File: config.mk
export PLATFORM = sky130hd
export DESIGN_NAME = bcd_dabble_seq_flat
export DESIGN_NICKNAME = d
export VERILOG_FILES = /design/src/rtl/display_pkg.sv /design/src/rtl/bcd_dabble_seq_if.sv /design/src/rtl/bcd_add3_digit.sv /design/src/rtl/bcd_dabble_seq.sv /design/src/flat_wrapper.sv
export SDC_FILE = /design/constraint.sdc
export NUM_CORES = 1
export LEC_CHECK = 0
export BUFFER_PORTS_ARGS = -buffer_cell sky130_fd_sc_hd__buf_4
export CORE_ASPECT_RATIO = 0.6
export CORE_MARGIN = 10
export CORE_UTILIZATION = 42
export DETAILED_ROUTE_END_ITERATION = 8
export PLACE_DENSITY_LB_ADDON = 0.3
export SYNTH_ARGS = -nofsm -noshare
export SYNTH_HDL_FRONTEND = slang
export SYNTH_SLANG_ARGS = --single-unit
File: constraint.sdc
create_clock -name clk -period 1.6 [get_ports clk]
set_input_delay 0.4 -clock clk [delete_from_list [all_inputs] [get_ports clk]]
set_output_delay 0.4 -clock clk [all_outputs]
set_load 0.05 [all_outputs]
File: src/rtl/display_pkg.sv
// Shared constants and types for the display path (counter -> BCD -> seven-segment).
//   BCD_DIGIT_W : bits per packed BCD digit
//   DEF_DIGITS  : default number of BCD digits
//   state_e     : converter FSM states
//   min_digits  : decimal digits needed to hold 2^width - 1
package display_pkg;

  localparam int unsigned BCD_DIGIT_W = 4;
  localparam int unsigned DEF_DIGITS  = 3;

  typedef enum logic {
    IDLE  = 1'b0,
    SHIFT = 1'b1
  } state_e;

  // 2^w is never a power of ten for w >= 1, so the digit count of 2^w - 1 is
  // floor(w * log10(2)) + 1. log10(2) is approximated as 0.30103.
  function automatic int unsigned min_digits(input int unsigned width);
    return (width * 30103) / 100000 + 1;
  endfunction

endpackage

File: src/rtl/bcd_dabble_seq_if.sv
// Start/done handshake and result bus of the binary-to-BCD converter.
//   start, bin              : request and binary operand (driven by master)
//   ready, busy, done       : handshake status (driven by slave)
//   bcd, blank              : packed BCD digits and leading-zero mask (driven by slave)
interface bcd_dabble_seq_if #(
  parameter int unsigned WIDTH  = 8,
  parameter int unsigned DIGITS = 3
);

  logic                start;
  logic [WIDTH-1:0]    bin;
  logic                ready;
  logic                busy;
  logic                done;
  logic [4*DIGITS-1:0] bcd;
  logic [DIGITS-1:0]   blank;

  modport master (
    output start, bin,
    input  ready, busy, done, bcd, blank
  );

  modport slave (
    input  start, bin,
    output ready, busy, done, bcd, blank
  );

endinterface

File: src/rtl/bcd_add3_digit.sv
// Double-dabble correction cell: a BCD digit of 5 or more gets 3 added so the
// following left shift carries correctly into the next decimal digit.
//   digit_i : 4-bit BCD digit before correction
//   digit_o : corrected 4-bit digit (no carry out)
module bcd_add3_digit (
  input  logic [3:0] digit_i,
  output logic [3:0] digit_o
);

  always_comb begin
    digit_o = (digit_i >= 4'd5) ? digit_i + 4'd3 : digit_i;
  end

endmodule

File: src/rtl/bcd_dabble_seq.sv
// Multi-cycle shift-add-3 binary-to-BCD converter.
//   clk   : system clock, rising edge
//   rst_n : asynchronous active-low reset
//   bus   : slave side of bcd_dabble_seq_if
//           start/bin accepted while ready; done pulses one cycle when bcd/blank
//           update; bcd/blank hold the last result between conversions.
module bcd_dabble_seq
  import display_pkg::*;
#(
  parameter int unsigned WIDTH  = 8,
  parameter int unsigned DIGITS = DEF_DIGITS
) (
  input  logic            clk,
  input  logic            rst_n,
  bcd_dabble_seq_if.slave bus
);

  localparam int unsigned CNT_W = $clog2(WIDTH + 1);
  localparam int unsigned BCD_W = BCD_DIGIT_W * DIGITS;
  // Digit 0 is never blanked, so an all-zero display still shows "0".
  localparam logic [DIGITS-1:0] BLANK_RST = ~DIGITS'(1'b1);

  if (DIGITS < min_digits(WIDTH)) begin : gen_digits_check
    $error("bcd_dabble_seq: DIGITS too small for WIDTH");
  end

  state_e            state_q;
  logic [WIDTH-1:0]  sr_q;
  logic [BCD_W-1:0]  acc_q;
  logic [CNT_W-1:0]  cnt_q;
  logic [BCD_W-1:0]  bcd_q;
  logic [DIGITS-1:0] blank_q;
  logic              done_q;

  logic [BCD_W-1:0]  acc_adj;
  logic [BCD_W-1:0]  acc_d;
  logic [WIDTH-1:0]  sr_d;
  logic [DIGITS-1:0] blank_d;
  logic              upper_zero;
  logic              last_shift;
  logic              unused_acc_msb;

  for (genvar g = 0; g < DIGITS; g++) begin : gen_add3
    bcd_add3_digit u_add3 (
      .digit_i (acc_q[g*BCD_DIGIT_W +: BCD_DIGIT_W]),
      .digit_o (acc_adj[g*BCD_DIGIT_W +: BCD_DIGIT_W])
    );
  end

  // Shift {accumulator, shift register} left by one after correction.
  assign acc_d          = {acc_adj[BCD_W-2:0], sr_q[WIDTH-1]};
  assign sr_d           = sr_q << 1;
  assign unused_acc_msb = acc_adj[BCD_W-1];
  assign last_shift     = (cnt_q == CNT_W'(WIDTH - 1));

  // Digit i is blank when it and every digit above it are zero (i > 0).
  always_comb begin
    blank_d    = '0;
    upper_zero = 1'b1;
    for (int i = DIGITS - 1; i > 0; i--) begin
      upper_zero = upper_zero & (acc_d[i*BCD_DIGIT_W +: BCD_DIGIT_W] == 4'd0);
      blank_d[i] = upper_zero;
    end
  end

  always_ff @(posedge clk or negedge rst_n) begin
    if (!rst_n) begin
      state_q <= IDLE;
      sr_q    <= '0;
      acc_q   <= '0;
      cnt_q   <= '0;
      bcd_q   <= '0;
      blank_q <= BLANK_RST;
      done_q  <= 1'b0;
    end else begin
      done_q <= 1'b0;
      case (state_q)
        IDLE: begin
          if (bus.start) begin
            sr_q    <= bus.bin;
            acc_q   <= '0;
            cnt_q   <= '0;
            state_q <= SHIFT;
          end
        end
        SHIFT: begin
          acc_q <= acc_d;
          sr_q  <= sr_d;
          cnt_q <= cnt_q + CNT_W'(1);
          if (last_shift) begin
            state_q <= IDLE;
            bcd_q   <= acc_d;
            blank_q <= blank_d;
            done_q  <= 1'b1;
          end
        end
        default: state_q <= IDLE;
      endcase
    end
  end

  assign bus.busy  = (state_q == SHIFT);
  assign bus.ready = (state_q == IDLE);
  assign bus.done  = done_q;
  assign bus.bcd   = bcd_q;
  assign bus.blank = blank_q;

endmodule

File: src/flat_wrapper.sv
// flat-port wrapper written by rule: the top's interface ports become plain ports
module bcd_dabble_seq_flat import display_pkg::*;
#(
  parameter int unsigned WIDTH  = 8,
  parameter int unsigned DIGITS = DEF_DIGITS
)
  (clk, rst_n, bus_start, bus_bin, bus_ready, bus_busy, bus_done, bus_bcd, bus_blank);
  bcd_dabble_seq_if #(.WIDTH(WIDTH), .DIGITS(DIGITS)) bus_i ();
  input  logic clk;
  input  logic rst_n;
  input wire logic [$bits(bus_i.start)-1:0] bus_start;
  input wire logic [$bits(bus_i.bin)-1:0] bus_bin;
  output wire logic [$bits(bus_i.ready)-1:0] bus_ready;
  output wire logic [$bits(bus_i.busy)-1:0] bus_busy;
  output wire logic [$bits(bus_i.done)-1:0] bus_done;
  output wire logic [$bits(bus_i.bcd)-1:0] bus_bcd;
  output wire logic [$bits(bus_i.blank)-1:0] bus_blank;
  assign bus_i.start = bus_start;
  assign bus_i.bin = bus_bin;
  assign bus_ready = bus_i.ready;
  assign bus_busy = bus_i.busy;
  assign bus_done = bus_i.done;
  assign bus_bcd = bus_i.bcd;
  assign bus_blank = bus_i.blank;
  bcd_dabble_seq #(.WIDTH(WIDTH), .DIGITS(DIGITS)) u_core (.clk(clk), .rst_n(rst_n), .bus(bus_i));
endmodule
==> flow_metrics.py, run 1 <==
metrics = {
    "worst_hold_path": {
        "worstHoldPathType": "input pin to asynchronous set/reset pin",
    },
    "global_route": {
        "grt_pass1_vias": 1378,
        "grt_first_pass_wirelength_mm": 6.53,
        "grt_start_max_net_pins": 41,
        "antenna_found_initial": 0,
        "grt_usage_pct": 10.5,
        "gr-total-overflow": 0,
    },
    "die": {
        "rows": 19,
        "die_w_um": 108,
        "core_um2": 4520,
        "die_height_um": 72.6,
        "initial_core_util_pct": 42.8,
        "io_pins": 29,
        "die_area_um2": 7810,
    },
    "timing": {
        "holdWs_ns": 0.0759,
        "setup_viol": 0,
        "worstMarginPinSlew_ns": 0.506,
        "report.final.slew_viol_count": 0,
        "setup_tns_ns": 0,
        "clock_skew_ns": 0.00574,
        "period_share_pct": 98.1,
        "hold_viol_final": 0,
        "max_slew_margin_pct": 66.3,
        "max_freq_ghz": 0.637,
        "setup_slack_ns": 0.0305,
        "post-route-min-period_ns": 1.57,
    },
    "drt": {
        "ant_nets": 0,
        "wl_per_cell_um": 14.3,
        "via_per_inst": 4.87,
        "initialDrtViolationCount": 44,
        "dr.pass1.iters": 4,
        "drc": 0,
        "wirelength_mm": 4.09,
        "dr_total_vias": 1393,
    },
    "power_and_ir_drop": {
        "p_total_mw": 5.76,
        "ir_drop_mv": 1.03,
        "p_leak_nw": 1.13,
        "power.density_nw_per_um2": 2360,
    },
    "clock_network": {
        "clk_path_buf_depth": 2,
        "cts.sinks": 40,
        "clk_pin_slew_ns": 0.08,
        "cts_htree_levels": 2,
        "clock_latency_ns": 0.29,
        "cts_hold_buf": 0,
        "cts_root_buffer": "clkbuf_8",
        "tritoncts": "built",
        "cts_inserted_buffers": 5,
    },
    "layout": {
        "final_cells": 286,
        "mostFrequentLayoutCells": "40 x buf_4, 37 x dfrtp_1, 33 x nand2_1, 18 x o21ai_0, 11 x mux2i_1",
        "drive_above_1_share_pct": 31.4,
        "multiInputGateArea_um2": 910,
        "regArea_um2": 1000,
        "fillCellCount": 402,
        "syn2layout_area_growth_pct": 25.9,
        "layout_commonest_cell": "buf_4",
        "nNetsFinal": 240,
        "final_area_um2": 2440,
        "diodes": 0,
        "post-route-util_pct": 53.9,
    },
    "synthesis": {
        "syn_avg_cell_area_um2": 10.5,
        "synthesis.instances": 184,
        "seq_area_frac_synth_pct": 51.9,
        "synth.distinct_cells": 32,
        "yosys_warnings": 0,
        "syn_nets": 202,
        "ys_ff_latch": 40,
        "synth_area_um2": 1930,
    },
    "place": {
        "pre_cts_slack_ns": -0.0470,
        "place_area_um2": 2250,
        "place_inst": 275,
        "place.gp.congestion": 0.829,
        "io_buffers": 27,
        "dp.final_hpwl_mm": 2.78,
    },
    "critical_path": {
        "cpPeakStageDelay_ns": 0.42,
        "crit_type": "register to register",
        "worstPathMaxFanout": 4,
        "critPathBufInv": 0,
        "rr_startpoint": "u_core.acc_q[4]$_DFFE_PN0P_",
        "cp_top_family": "multiplexers",
        "cp_slowest_cell": "dfrtp_1",
        "startpoint": "u_core.acc_q[4]$_DFFE_PN0P_",
        "crit_chain": "ha_1 -> nand2b_4 -> a21o_1 -> mux2i_1 -> mux2_2",
        "critPathArrivalTime_ns": 1.76,
        "start_kind": "register",
        "cp.required_ns": 1.79,
        "cp-end-kind": "register",
    },
    "run_status": {
        "status": "completed",
    },
    "job": {
        "maxCapViolCount": 0,
    },
}
==> repair_timing <==
action / CTS / global route
endpoints found under the setup margin: 1 / 8
pin swaps: 2 / 3
setup buffers: 0 / 3
gates resized for setup: 2 / 12
==> cell type report <==
type / instances / area share (%)
clock buffers: 6 / 2.98
well taps: 63 / 3.24
clock inverters: 2 / 1.44
flip-flops and latches: 40 / 41.2
repair buffers: 40 / 12.3
multi-input cells: 127 / 37.3
inverters: 8 / 1.44
==> cell usage after synthesis <==
master / number / area [um^2]
o31ai_1: 1 / 7.51
a21oi_1: 6 / 30.0
o41ai_2: 1 / 16.3
and2_1: 1 / 6.26
a31oi_1: 1 / 6.26
clkinv_4: 1 / 8.76
conb_1: 1 / 3.75
nor2_1: 5 / 18.8
a21o_1: 4 / 30.0
clkbuf_1: 6 / 22.5
nand3_1: 1 / 5.00
nand4b_4: 2 / 47.6
dfstp_2: 2 / 52.6
o21ai_1: 1 / 5.00
dfrtp_1: 38 / 951
buf_2: 1 / 5.00
nand3b_1: 1 / 7.51
inv_1: 7 / 26.3
nand2_1: 33 / 124
a21oi_2: 2 / 17.5
buf_4: 2 / 15.0
o22ai_1: 9 / 56.3
xnor2_1: 4 / 35.0
ha_1: 7 / 87.6
a2111oi_0: 1 / 8.76
nand2b_1: 3 / 18.8
nor3b_1: 8 / 60.1
mux2i_1: 12 / 120
a22o_1: 1 / 8.76
o21ai_0: 18 / 90.1
mux2_2: 3 / 33.8
xor2_1: 1 / 8.76
==> state kept, by name (all words and copies together), names as in the netlist <==
signal            flops
u_core.bus.bcd       12
u_core.bus.blank      2
u_core.bus.busy       1
u_core.bus.done       1
u_core.sr_q           8
u_core.acc_q         12
u_core.cnt_q          4
==> worst reg2reg max path, delay by kind of cell, from the launching register on <==
| kind | cells | cell delay, ns |
|---|---|---|
| flops | 1 | 0.42 |
| compound gates | 1 | 0.23 |
| mux | 2 | 0.42 |
| fa+ha+maj | 1 | 0.22 |
| simple gates | 1 | 0.16 |
==> worst paths after layout <==
check	to	slack (ns)	cells after the start
min in group clk	u_core.sr_q[0]$_DFFE_PN0P_	0.36	3
worst min-delay path	u_core.sr_q[6]$_DFFE_PN0P_	0.08	1
worst max-delay path	u_core.bus.bcd[6]$_DFFE_PN0P_	0.03	5
max in group asynchronous	u_core.bus.busy$_DFF_PN0_	1.16	1
worst max register to register	u_core.bus.bcd[6]$_DFFE_PN0P_	0.03	5
worst min register to register	u_core.sr_q[7]$_DFFE_PN0P_	0.49	2
==> power by group <==
part           leakage (nW)  switching, mW  internal [mW]
logic                 0.578           1.80           1.30
registers             0.502          0.376           1.46
clock network        0.0552          0.350          0.463
total                  1.13           2.53           3.23
==> metal layers <==
layer	part of all wire, %	up-vias	track usage, %
met5	0	-	0
met4	1.7	0	4.87
met3	3.3	7	3.63
met2	46	13	15.6
met1	49	662	13.3
li1	-	711	-
==> cells by family (layout without fill, tap and decap cells) <==
group	Yosys count	after routing	share of synthesized area (%)
AND/OR/NAND/NOR	54	54	14.9
XOR/XNOR	5	5	2.26
multiplexers	15	15	7.96
other	1	1	0.194
adder cells (fa/ha/maj)	7	7	4.53
flip-flops	40	40	51.9
AO/OA/AOI/OAI	45	45	14.3
buffers and inverters	17	56	4.01
(Power assumes the default switching activity.)
==> inputs of run 2 (changes only) <==
--- a/config.mk
+++ b/config.mk
@@ -11,6 +11,7 @@
 export CORE_UTILIZATION = 42
 export DETAILED_ROUTE_END_ITERATION = 8
 export PLACE_DENSITY_LB_ADDON = 0.3
+export REMOVE_ABC_BUFFERS = 1
 export SYNTH_ARGS = -nofsm -noshare
 export SYNTH_HDL_FRONTEND = slang
 export SYNTH_SLANG_ARGS = --single-unit
==> run 2 against run 1 <==
Clock power shrank 15%. Worst setup slack gained 0.015 ns. Critical path depth is 1 higher. Final cell count up 0.35%. Largest power group unchanged. Critical endpoint is now u_core.bus.blank[1]$_DFFE_PN1P_. Clock-buffer cell count rose by 2. First-iteration DRC count rose by 9.1%. Register-to-register slack barely moved.
==> flow_metrics.py, run 2 (synthesized netlist as in run 1, its figures left out) <==
metrics = {
    "critical_path": {
        "crit_type": "register to register",
        "rr_startpoint": "u_core.acc_q[8]$_DFFE_PN0P_",
        "startpoint": "u_core.acc_q[8]$_DFFE_PN0P_",
        "crit_chain": "inv_1 -> ha_4 -> nand2b_1 -> a21oi_4 -> mux2i_2 -> o41ai_2",
        "cp_top_family": "compound AO/OA/AOI/OAI gates",
        "cp-end-kind": "register",
        "cp_slowest_cell": "dfrtp_1",
        "critPathBufInv": 1,
        "cpPeakStageDelay_ns": 0.40,
        "rrSetupSlack_ns": 0.05,
        "reg2reg_depth": 6,
        "start_kind": "register",
        "cp.depth": 6,
        "timing.rr.end": "u_core.bus.blank[1]$_DFFE_PN1P_",
        "worstPathMaxFanout": 3,
        "cp.required_ns": 1.79,
        "critPathArrivalTime_ns": 1.75,
    },
    "clock_network": {
        "cts_root_buffer": "clkbuf_8",
        "cts.sinks": 40,
        "tritoncts": "built",
        "clock_latency_ns": 0.29,
        "clk_path_buf_depth": 2,
        "cts_inserted_buffers": 5,
        "clk_pin_slew_ns": 0.07,
        "cts_hold_buf": 0,
        "cts_htree_levels": 2,
    },
    "layout": {
        "drive_above_1_share_pct": 31.7,
        "fillCellCount": 400,
        "layout_commonest_cell": "buf_4",
        "diodes": 0,
        "syn2layout_area_growth_pct": 26.1,
        "mostFrequentLayoutCells": "41 x buf_4, 38 x dfrtp_1, 33 x nand2_1, 18 x o21ai_0, 10 x mux2i_1",
        "nNetsFinal": 241,
        "final_cells": 287,
    },
    "drt": {
        "wl_per_cell_um": 14.3,
        "initialDrtViolationCount": 48,
        "wl_met1_mm": 2.10,
        "wirelength_mm": 4.11,
        "dr.pass1.iters": 4,
        "dr_total_vias": 1394,
        "wl_met2_mm": 1.78,
        "ant_nets": 0,
        "drc": 0,
        "met3_wirelength_um": 196,
        "top_layer": "met4",
        "via_per_inst": 4.86,
    },
    "global_route": {
        "grt_usage_pct": 10.9,
        "gr-total-overflow": 0,
        "antenna_found_initial": 0,
        "grt_first_pass_wirelength_mm": 6.91,
        "grt_start_max_net_pins": 41,
        "grt_pass1_vias": 1410,
    },
    "die": {
        "initial_core_util_pct": 42.8,
        "rows": 19,
        "io_pins": 29,
        "die_w_um": 108,
        "die_height_um": 72.6,
        "die_area_um2": 7810,
        "core_um2": 4520,
    },
    "place": {
        "dp.final_hpwl_mm": 2.83,
        "io_buffers": 27,
        "place.gp.congestion": 0.810,
        "pre_cts_slack_ns": -0.0464,
        "place_inst": 277,
    },
    "timing": {
        "worstMarginPinSlew_ns": 0.505,
        "post-route-min-period_ns": 1.55,
        "setup_slack_ns": 0.0451,
        "max_freq_ghz": 0.643,
        "rsz0062_at_grt": "yes",
        "period_share_pct": 97.2,
        "clock_skew_ns": 0.00363,
        "hold_viol_final": 0,
        "setup_viol": 0,
        "max_slew_margin_pct": 66.3,
        "report.final.slew_viol_count": 0,
    },
    "power_and_ir_drop": {
        "power.density_nw_per_um2": 2350,
        "ir_drop_mv": 1.04,
        "p_leak_nw": 1.12,
    },
    "job": {
        "maxCapViolCount": 0,
    },
    "run_status": {
        "status": "completed",
    },
    "worst_hold_path": {
        "worstHoldPathType": "input pin to asynchronous set/reset pin",
    },
}
## run 2: timing repair
item | 4_1_cts | 5_1_grt
setup endpoints to repair | 2 | 9
setup buffers | 1 | 1
pin swaps | 2 | 6
gates resized for setup | 2 | 16
## run 2: area by class of cell
cell class	instances	area (um^2)	share of cell area (%)
tap	63	78.8	3.23
multi-input combinational	127	925	37.9
timing repair buffer	41	308	12.6
inverter	8	35.0	1.44
clock buffer	8	90.1	3.69
sequential	40	1000	41.1
## run 2: routing by layer
| metal | track usage [%] | up-vias |
|---|---|---|
| met1 | 14.7 | 659 |
| met3 | 3.98 | 6 |
| met2 | 16.2 | 17 |
| met4 | 2.65 | 0 |
| li1 | - | 712 |
| met5 | 0 | - |
## run 2: worst register-to-register path: cells and delay by family (launching register included)
family	cells	cell delay, ns
simple gates	1	0.10
fa+ha+maj	1	0.17
flops	1	0.40
buf+inv	1	0.14
mux	1	0.11
compound gates	2	0.54
## run 2: how the worst max path moves through the flow
stage                                            to  slack, ns
floorplan              u_core.acc_q[11]$_DFFE_PN0P_      -0.52
global route        u_core.bus.blank[1]$_DFFE_PN1P_      -0.05
detailed placement  u_core.bus.blank[1]$_DFFE_PN1P_      -0.05
global placement    u_core.bus.blank[1]$_DFFE_PN1P_      0.003
finish              u_core.bus.blank[1]$_DFFE_PN1P_       0.05
CTS                 u_core.bus.blank[1]$_DFFE_PN1P_       0.01
## run 2: report_power, final
part	total, mW	switching [mW]	internal (mW)
registers	1.82	0.358	1.46
logic	3.22	1.85	1.36
clock network	0.689	0.337	0.352
## run 2: through the flow
step	area, um^2	TNS, ns	total power [mW]	utilization [%]	hold WS, ns
after global placement	2260	0	4.69	50.1	0.408
after CTS	2370	0	5.50	52.4	0.0950
after detailed placement	2260	-0.0464	4.74	50.1	0.412
final	2440	0	5.73	54.0	0.0774
after global routing	2440	-0.108	6.16	54.0	0.113
after floorplan	1890	-8.00	3.80	-	0.104
